[src/rtl/rr_arbiter8.sv]
`default_nettype none
// ============================================================================
//  Module      : rr_arbiter8
//  Description : Round-robin arbiter sharing one resource among 8 requesters.
//                A grant is held while its requester keeps req high. If others
//                are waiting, the grant is forcibly removed after MAX_HOLD
//                cycles. One dead cycle always separates consecutive grants.
//
//  Ports       : clk        system clock, rising edge
//                rst        asynchronous, active-high reset
//                req[7:0]   request vector, bit i held high by requester i
//                gnt[7:0]   registered one-hot grant, all-zero when idle
//                gnt_idx    registered index of the current or last grantee
//                gnt_valid  high while a grant is active (OR of gnt)
//                preempt    one-cycle pulse when a grant is forcibly removed
//
//  Revision    : 1.0  initial release
// ============================================================================
module rr_arbiter8 #(
    parameter int MAX_HOLD = 16,
    parameter int HOLD_W   = 5
) (
    input  logic       clk,
    input  logic       rst,
    input  logic [7:0] req,
    output logic [7:0] gnt,
    output logic [2:0] gnt_idx,
    output logic       gnt_valid,
    output logic       preempt
);

    localparam logic [1:0] c_st_idle  = 2'd0;
    localparam logic [1:0] c_st_grant = 2'd1;
    localparam logic [1:0] c_st_gap   = 2'd2;

    // Preemption is disabled entirely when MAX_HOLD is zero; the hold
    // counter then parks at zero.
    localparam logic              c_preempt_en = (MAX_HOLD != 0);
    localparam logic [HOLD_W-1:0] c_hold_max   =
        (MAX_HOLD == 0) ? '0 : HOLD_W'(MAX_HOLD - 1);

    logic [1:0]        r_state;
    logic [2:0]        r_ptr;
    logic [HOLD_W-1:0] r_hold_cnt;

    logic [2:0] w_win;
    logic [2:0] w_cand;
    logic       w_any;
    logic       w_others;

    // Circular priority search starting at r_ptr. The loop runs from the
    // farthest offset down to offset 0 so the closest requester is the
    // last (and therefore winning) assignment.
    always_comb begin
        w_win  = r_ptr;
        w_cand = '0;
        w_any  = |req;
        for (int i = 7; i >= 0; i--) begin
            w_cand = r_ptr + 3'(i);
            if (req[w_cand]) begin
                w_win = w_cand;
            end
        end
    end

    // While granted, gnt is one-hot of gnt_idx, so masking with it leaves
    // only the other requesters.
    assign w_others = |(req & ~gnt);

    always_ff @(posedge clk or posedge rst) begin
        if (rst) begin
            r_state    <= c_st_idle;
            r_ptr      <= 3'd0;
            r_hold_cnt <= '0;
            gnt        <= 8'h00;
            gnt_idx    <= 3'd0;
            gnt_valid  <= 1'b0;
            preempt    <= 1'b0;
        end else begin
            preempt <= 1'b0;
            case (r_state)
                c_st_grant: begin
                    if (!req[gnt_idx]) begin
                        // Voluntary release takes precedence over preemption.
                        r_state   <= c_st_gap;
                        gnt       <= 8'h00;
                        gnt_valid <= 1'b0;
                        r_ptr     <= gnt_idx + 3'd1;
                    end else if (c_preempt_en && (r_hold_cnt == c_hold_max) &&
                                 w_others) begin
                        r_state   <= c_st_gap;
                        gnt       <= 8'h00;
                        gnt_valid <= 1'b0;
                        preempt   <= 1'b1;
                        r_ptr     <= gnt_idx + 3'd1;
                    end else if (r_hold_cnt != c_hold_max) begin
                        r_hold_cnt <= r_hold_cnt + HOLD_W'(1);
                    end
                end
                default: begin
                    // IDLE and GAP both arbitrate; GAP exists only to force
                    // one all-zero cycle between grants.
                    if (w_any) begin
                        r_state    <= c_st_grant;
                        gnt_idx    <= w_win;
                        gnt        <= 8'h01 << w_win;
                        gnt_valid  <= 1'b1;
                        r_hold_cnt <= '0;
                    end else begin
                        r_state   <= c_st_idle;
                        gnt       <= 8'h00;
                        gnt_valid <= 1'b0;
                    end
                end
            endcase
        end
    end

endmodule
`default_nettype wire

[config.mk]
export PLATFORM = sky130hd
export DESIGN_NAME = rr_arbiter8
export DESIGN_NICKNAME = d
export VERILOG_FILES = /design/src/rtl/rr_arbiter8.sv
export SDC_FILE = /design/constraint.sdc
export NUM_CORES = 1
export LEC_CHECK = 0
export ABC_AREA = 0
export BUFFER_PORTS_ARGS = -buffer_cell sky130_fd_sc_hd__buf_2
export CAP_MARGIN = 20
export CORE_ASPECT_RATIO = 0.5
export CORE_UTILIZATION = 30
export DETAILED_ROUTE_END_ITERATION = 10
export GPL_TIMING_DRIVEN = 0
export PLACE_DENSITY_LB_ADDON = 0.3
export SLEW_MARGIN = 20
export SYNTH_ARGS = -nofsm -noshare
export SYNTH_HDL_FRONTEND = slang
export SYNTH_SLANG_ARGS = --single-unit
[constraint.sdc]
create_clock -name clk -period 4.25 [get_ports clk]
set_input_delay 0.425 -clock clk [delete_from_list [all_inputs] [get_ports clk]]
set_output_delay 0.425 -clock clk [all_outputs]
set_load 0.05 [all_outputs]
After elaboration in Yosys (flattened, before gate mapping)
Index checks and enable logic that the tools add are counted.
- $add $sub $neg: 9
- shift-type cells: 1
- reductions and logical operators: 7
- equality and inequality tests: 8
- muxes and demuxes: 48
- bitwise operators: 3
- order comparisons: 9
- operators with widths (cell ; number):
    less-than comparator 3 x 4 -> 1 bit (second input constant) ; 9
    two-way mux 8 bit ; 4
    two-way mux 3 bit ; 10
    binary-select mux 1 bit (select 3 bit) ; 9
    two-way mux 5 bit ; 5
    two-way mux 1 bit ; 17
    OR reduction 8 bit ; 2
    adder 3 bit (second input constant) ; 4
    AND 8 bit ; 1
    NOT 8 bit ; 1
    << shifter 1 x 3 -> 8 bit (first input constant) ; 1
    adder 3 x 1 -> 3 bit (second input constant) ; 2
    adder 3 x 2 -> 3 bit (second input constant) ; 2
    two-way mux 2 bit ; 3
    != test 2 bit (second input constant) ; 3
    adder 5 x 1 -> 5 bit (second input constant) ; 1
    == test 5 x 4 -> 1 bit (second input constant) ; 1
    != test 5 x 4 -> 1 bit (second input constant) ; 1
    AND reduction 2 bit ; 2
    AND reduction 4 bit ; 1
    != test 3 bit (second input constant) ; 1
    == test 2 x 1 -> 1 bit (second input constant) ; 1
    != test 2 x 1 -> 1 bit (second input constant) ; 1
    nonzero test 2 bit ; 1
    2 further kinds ; 2
- input bits: 10
- bits in registers: 23
- output and inout port bits: 13

Logic depth before layout (Yosys ltp)
Gate-level depths: netlist of the first run.
- word-level depth: 14
- depth in mapped cells: 13

Least setup slack after synthesis of the first run
No wires, ideal clock.
- path kind: flip-flop to flip-flop
- start: register r_ptr[1]
- end: register gnt[4]
- period minus slack after synthesis: 3.279 ns
- data required time: 4.155 ns
- library setup time: 0.095 ns
- arrival time: 3.184 ns
- stages on the path, launching flop included: 14
- slack: 0.971 ns
- path through: dfrtp_1 buf_6 clkbuf_1 inv_1 clkbuf_1 ha_1 buf_2 mux4_2 a22o_1 a211o_1 a22oi_2 a32oi_1 or3_4 o31ai_1
- longest elaborated chain between the ends: 14
- elaborated cells between the ends (all ways): 34
- classes of those cells: add/sub (7); shift (1); mux (26)
- RTL lines (what ; line ; source):
    start: declaration ; 43 ; logic [2:0] r_ptr;
    start signal: assignment ; 88 ; r_ptr <= gnt_idx + 3'd1;
    start signal: assignment ; 95 ; r_ptr <= gnt_idx + 3'd1;
    adder 3 bit ; 59 ; w_cand = r_ptr + 3'(i);
    binary-select mux 1 bit (select 3 bit) ; 60 ; if (req[w_cand]) begin
    two-way mux 1 bit (implied by the code) ; 60 ;
    two-way mux 3 bit (7 in series) ; 60 ;
    two-way mux 3 bit (*) ; 60 ;
    << shifter 1 x 3 -> 8 bit (*) ; 106 ; gnt <= 8'h01 << w_win;
    two-way mux 8 bit (*) ; 103 ; if (w_any) begin
    two-way mux 8 bit (*) ; 81 ; case (r_state)
    end signal: assignment ; 106 ;
    end: declaration ; 26 ; output logic [7:0] gnt,
Every way passes the cells marked *; elsewhere a longest branch is shown, timed or not. The select of a mux whose other input is x is not followed.
A chain may end at the register's enable or synchronous reset.

Worst setup path after layout of the first run
- start: register r_ptr[1]
- end: register gnt[6]
Same word-level chain as after synthesis.

==> qor.csv, run 1 <==
stage;metric;value;unit
final_layout;instances_no_fill;342;
worst_setup_path;path_cells;buf_6, clkbuf_1, inv_1, clkbuf_1, ha_1, buf_2, mux4_2, a22o_1, a211o_1, a22oi_2, a32oi_1, or3_4, o31ai_1;
detailed_routing;vias_per_cell;5.59;
final_layout;layout_common_cells;nand2_1 (28), dfrtp_1 (22), buf_2 (21);
placed_design;dpl.cell_count;338;
floorplanning;die_w;120;µm
clock_tree;cts_buffers;3;
clock_tree;clk_pin_slew;0.06;ns
timing;period_share;91.9;%
floorplanning;start_util;31.1;%
clock_tree;cts_buffer_depth;2;
detailed_routing;dr.pass1.iters;8;
flow_run;maxCapViolations;0;
synth;yosysTopAreaCell;dfrtp_1;
grt;grt_use_total;15.7;%
synth;syn-num-nets;244;
synth;synth.distinct_cells;57;
worst_setup_path;cp-start-kind;flop;
floorplanning;core;6700;µm²
worst_setup_path;slowest_stage;mux4_2;
clock_tree;postCtsSetupBuffers;0;
placed_design;portBuffers;17;
worst_setup_path;critPathMostFrequentCell;clkbuf_1;
worst_setup_path;rr_endpoint;gnt[6];
synth;synth_top_cell_area_share;26.5;%
synth;avgSynthCellArea;9.09;µm²
final_layout;final_util;35.6;%
worst_setup_path;r2r_setup_slack;0.35;ns
final_layout;nets;266;
synth;ys_seq_elements;22;
synth;synthTopCellsByArea;dfrtp_1 (26%), mux4_2 (8.7%), mux2i_1 (5.8%);
synth;synth_edf_count;0;
worst_setup_path;worstRegToRegCells;13;
timing;hold_viol_final;0;
worst_setup_path;reg2reg_from;r_ptr[1];
detailed_routing;drtIter0Drc;121;
worst_setup_path;crit_required;4.41;ns
worst_setup_path;cpPeakStageDelay;0.41;ns
placed_design;dp_hpwl;4100;µm
final_layout;syn2layout_area_growth;14.7;%
clock_tree;hold_buffers;0;
timing;finalSetupViolations;0;
worst_setup_path;arrival;4.06;ns
timing;rsz0062_at_grt;false;
timing;fmax;0.256;GHz
worst_setup_path;worstPathMaxFanout;10;
detailed_routing;ant_nets;0;
timing;tns;0;ns
run_status;violations;DRC;
clock_tree;cts_tree;built;
synth;synthCells;229;
worst_setup_path;crit_family;compound AO/OA/AOI/OAI gates;
grt;grt_pass1_vias;1791;
floorplanning;die_y;60.9;µm
synth;ys.flop_type;dfrtp_1;
synth;yosysWarnings;0;
run_status;outcome;finished with violations;
worst_setup_path;critPathBufInv;5;
final_layout;fillerInstances;693;
clock_tree;clockRootBuffer;clkbuf_16;
worst_setup_path;critPathKind;flop to flop;
grt;antenna_found_initial;0;
floorplanning;rows;21;
clock_tree;cts_max_level;1;
detailed_routing;vias;1913;
clock_tree;insertion_delay;0.25;ns
clock_tree;post_cts_resized;0;
floorplanning;die_area;7290;µm²
detailed_routing;wl_per_cell;16.0;µm
timing;drv_slew;0;
timing;finalClockSkew;0.00157;ns
final_layout;multi_input_area;1370;µm²
clock_tree;cts_sinks;22;
placed_design;routabilityCongestion;0.896;
min_path;hold_class;input port to async pin;
worst_setup_path;end_kind;flop;
final_layout;register_area;551;µm²
grt;grt_first_pass_wirelength;8970;µm
synth;ys_seq_area_share;26.5;%
synth;async_flop_share;100;%
final_layout;fin_area;2390;µm²
timing;worstMarginPinSlew;0.873;ns
final_layout;layout_commonest_cell;nand2_1;
timing;maxSlewHeadroom;41.7;%
floorplanning;ioPinCount;23;
final_layout;diodes;0;
detailed_routing;wl;5480;µm
grt;grt_max_degree;23;
grt;grt-ovfl-total;0;
detailed_routing;drc;2;
synth;syn_area;2080;µm²
final_layout;layout-drive-gt1-share;20.0;%
placed_design;placed_area;2280;µm²
timing;min_period;3.90;ns
-- worst max-delay path by stage --
stage	cells after the start	endpoint	slack, ns	start
floorplan	13	gnt[4]	0.97	r_ptr[1]
finish	13	gnt[6]	0.35	r_ptr[1]
CTS	13	gnt[6]	0.39	r_ptr[1]
global route	13	gnt[4]	0.13	r_ptr[1]
global placement	13	gnt[4]	0.46	r_ptr[1]
detailed placement	13	gnt[6]	0.40	r_ptr[1]
-- cells by family (layout without fill, tap and decap cells) --
| logic type | Yosys count | count (layout) | share of synthesized area (%) |
|---|---|---|---|
| flip-flops | 22 | 22 | 26.5 |
| AO/OA/AOI/OAI | 57 | 57 | 20.2 |
| multiplexers | 29 | 29 | 20.9 |
| AND/OR/NAND/NOR | 77 | 77 | 19.8 |
| buffers and inverters | 34 | 55 | 7.52 |
| XOR/XNOR | 5 | 5 | 2.10 |
| adder cells (fa/ha/maj) | 5 | 5 | 3.01 |
-- worst reg2reg max path, stage by stage (launching register included) --
cell,delay (ns)
dfrtp_1,0.36
buf_6,0.13
clkbuf_1,0.36
inv_1,0.13
clkbuf_1,0.27
ha_1,0.37
buf_2,0.24
mux4_2,0.41
a22o_1,0.27
a211o_1,0.32
a22oi_2,0.15
a32oi_1,0.18
or3_4,0.40
o31ai_1,0.21
-- stage by stage --
stage / setup slack, ns / hold slack, ns
final: 0.345 / 0.345
after global routing: 0.126 / 0.427
after CTS: 0.388 / 0.374
after detailed placement: 0.397 / 0.493
after global placement: 0.456 / 0.496
after floorplan: 0.971 / 0.414
-- cell usage after synthesis, types with 2 or more instances --
master     n
o31ai_1    8
o211ai_1   4
buf_1      3
a22o_1     4
a22oi_1    2
nor4b_1    2
a41oi_1    3
nand3b_1   2
nand2b_1   2
nand4_1    7
a32oi_1    2
mux2_2     6
nor3_1     3
nand2_1   28
or3_1      2
o21ai_0    9
and2_1     4
xnor2_1    4
buf_2      4
buf_6      3
clkbuf_1   7
inv_1     16
a221oi_1   2
a211o_1    2
nor2b_1    5
mux4_1     2
mux4_2     8
nand3_1    5
a21oi_1    4
o22ai_1    4
mux2i_1   12
nor2_1     8
a211oi_1   2
a21o_1     2
dfrtp_1   22
ha_1       5
-- per-layer routing --
layer  routed length [µm]  vias up  global-route usage [%]
met5                    0        -                       0
met4                   19        0                    4.64
met3                  296        4                    2.16
met2                 2680       44                    27.4
met1                 2490      949                    20.7
li1                     -      916                       -
-- sequential cells by signal, indices dropped and copies added, names as in the netlist --
name / flops
gnt_idx: 3
r_ptr: 3
gnt: 8
preempt: 1
r_state: 2
r_hold_cnt: 5
-- area by class of cell --
| type | count | area share (%) |
|---|---|---|
| well taps | 92 | 4.82 |
| flip-flops and latches | 22 | 23.1 |
| clock inverters | 1 | 1.26 |
| plain buffers | 18 | 4.04 |
| multi-input cells | 173 | 57.6 |
| repair buffers | 17 | 3.57 |
| clock buffers | 3 | 3.15 |
| inverters | 16 | 2.52 |
Power of run 1 is left out: the tool's default activity adds up to more than one toggle a clock period on the data nets, which glitch-free logic cannot reach.
==> run 2: changes to the inputs <==
--- a/config.mk
+++ b/config.mk
@@ -8,11 +8,11 @@
 export ABC_AREA = 0
 export BUFFER_PORTS_ARGS = -buffer_cell sky130_fd_sc_hd__buf_2
 export CAP_MARGIN = 20
-export CORE_ASPECT_RATIO = 0.5
+export CORE_ASPECT_RATIO = 0.8
 export CORE_UTILIZATION = 30
 export DETAILED_ROUTE_END_ITERATION = 10
 export GPL_TIMING_DRIVEN = 0
-export PLACE_DENSITY_LB_ADDON = 0.3
+export PLACE_DENSITY = 0.57
 export SLEW_MARGIN = 20
 export SYNTH_ARGS = -nofsm -noshare
 export SYNTH_HDL_FRONTEND = slang
==> run 2 against run 1 <==
Effect of this change:
- the run now ends clean
- critical endpoint is now gnt[4]
- critical path depth did not move
- first-iteration DRC count fell by 0.83%
- critical path type unchanged
- die area fell by 0.25%
- fmax rose by 0.17%
- sequential cell count did not move
- setup slack improved by 0.0067 ns
- count of clock-buffer cells in the layout rose by 1
- non-clock buffer count did not move
- via count barely moved
==> qor.csv, run 2 (synthesis results as in run 1) <==
stage;metric;value;unit;change
flow_run;maxCapViolations;0;;unchanged
final_layout;layout-drive-gt1-share;20.0;%;unchanged
final_layout;reg_top3;gnt x8, r_hold_cnt x5;;unchanged
run_status;outcome;finished clean;;was finished with violations
worst_setup_path;worstPathMaxFanout;10;;unchanged
timing;fmax;0.257;GHz;was 0.256 GHz
floorplanning;die_area;7270;µm²;was 7290 µm²
floorplanning;ioPinCount;23;;unchanged
final_layout;layout_common_cells;nand2_1 (28), dfrtp_1 (22), buf_2 (21);;unchanged
timing;maxSlewHeadroom;45.5;%;was 41.7%
timing;rsz0062_at_grt;false;;unchanged
clock_tree;cts_tree;built;;unchanged
clock_tree;clk_pin_slew;0.08;ns;was 0.06 ns
grt;grt_pass1_vias;1763;;was 1791
timing;worstMarginPinSlew;0.816;ns;was 0.873 ns
floorplanning;core;6540;µm²;was 6700 µm²
detailed_routing;wl_met2;2410;µm;was 2680 µm
clock_tree;clockRootBuffer;clkbuf_8;;was clkbuf_16
floorplanning;start_util;31.8;%;was 31.1%
final_layout;largest_register_ff_count;8;;unchanged
clock_tree;cts_sinks;22;;unchanged
detailed_routing;dr_wl_met3;231;µm;was 296 µm
worst_setup_path;arrival;4.07;ns;was 4.06 ns
grt;grt_max_degree;23;;unchanged
clock_tree;postCtsSetupBuffers;0;;unchanged
grt;grt_use_total;16.4;%;was 15.7%
clock_tree;cts_buffer_depth;2;;unchanged
detailed_routing;wl_met1;2990;µm;was 2490 µm
worst_setup_path;crit_required;4.42;ns;was 4.41 ns
placed_design;dp_hpwl;4290;µm;was 4100 µm
clock_tree;post_cts_resized;0;;unchanged
detailed_routing;wl_per_cell;16.9;µm;was 16.0 µm
grt;grt-ovfl-total;0;;unchanged
placed_design;portBuffers;17;;unchanged
timing;hold_viol_final;0;;unchanged
detailed_routing;vias_per_cell;5.73;;was 5.59
floorplanning;rows;26;;was 21
final_layout;diodes;0;;unchanged
detailed_routing;ant_nets;0;;unchanged
final_layout;nets;266;;unchanged
final_layout;syn2layout_area_growth;11.8;%;was 14.7%
placed_design;routabilityCongestion;0.877;;was 0.896
timing;finalClockSkew;0.00199;ns;was 0.00157 ns
grt;grt_first_pass_wirelength;9400;µm;was 8970 µm
worst_setup_path;cp-start-kind;flop;;unchanged
grt;antenna_found_initial;0;;unchanged
clock_tree;cts_buffers;3;;unchanged
timing;min_period;3.90;ns;about the same
detailed_routing;wl;5650;µm;was 5480 µm
detailed_routing;vias;1914;;was 1913
clock_tree;hold_buffers;0;;unchanged
timing;tns;0;ns;unchanged
detailed_routing;drc;0;;was 2
detailed_routing;drtIter0Drc;120;;was 121
floorplanning;die_w;95.1;µm;was 120 µm
clock_tree;cts_max_level;1;;unchanged
worst_setup_path;end_kind;flop;;unchanged
min_path;hold_class;input port to async pin;;unchanged
worst_setup_path;critPathKind;flop to flop;;unchanged
final_layout;layout_commonest_cell;nand2_1;;unchanged
detailed_routing;dr.max_layer_used;met4;;unchanged
timing;drv_slew;0;;unchanged
timing;period_share;91.7;%;was 91.9%
floorplanning;die_y;76.5;µm;was 60.9 µm
clock_tree;insertion_delay;0.26;ns;was 0.25 ns
detailed_routing;dr.pass1.iters;4;;was 8
final_layout;top_register;gnt;;unchanged
timing;finalSetupViolations;0;;unchanged
[run 2: cell types whose count changed in the layout (fill, tap and decap cells not counted)]
cell       change
clkbuf_8       +4
bufinv_16      -1
clkbuf_16      -3
[run 2: layout make-up]
type | instances | area, µm²
sequential | 22 | 551
buffer | 18 | 96.3
timing repair buffer | 17 | 85.1
clock buffer | 4 | 55.1
tap | 84 | 105
fill | 685 | 4210
multi-input combinational | 173 | 1370
inverter | 16 | 60.1
[run 2: per-stage QoR]
stage	setup WS, ns	instances	instance area, µm²	util (%)	hold slack [ns]
finish	0.352	334	2330	35.6	0.308
global placement	0.409	330	2270	34.7	0.489
CTS	0.361	334	2330	35.6	0.337
detailed placement	0.358	330	2270	34.7	0.504
floorplan	0.971	229	2080	-	0.414
global route	0.0853	334	2330	35.6	0.391
[run 2: layer usage]
layer / global-route usage [%] / up-vias
met2: 22.7 / 40
met1: 26.9 / 962
met5: 0 / -
met3: 2.69 / 4
li1: - / 908
met4: 1.67 / 0
[run 2: worst max-delay path, cell delays in order (launching register included)]
cell      delay, ns
dfrtp_1        0.37
buf_6          0.14
clkbuf_1       0.36
inv_1          0.13
clkbuf_1       0.26
ha_1           0.36
buf_2          0.25
mux4_2         0.41
a22o_1         0.27
a211o_1        0.32
a22oi_2        0.16
a32oi_1        0.16
or3_4          0.39
o31ai_1        0.21
[run 2: path summary, 6_finish.rpt]
check	depth (start not counted)	slack (ns)	startpoint	endpoint
hold reg to reg	2	0.52	gnt[7]	gnt[7]
max in group asynchronous	2	3.43	rst	gnt_idx[0]
setup / recovery	13	0.35	r_ptr[1]	gnt[4]
setup reg to reg	13	0.35	r_ptr[1]	gnt[4]
hold / removal	2	0.31	rst	gnt[1]
min in group clk	2	0.52	gnt[7]	gnt[7]
Power of run 2 is left out for the same reason.
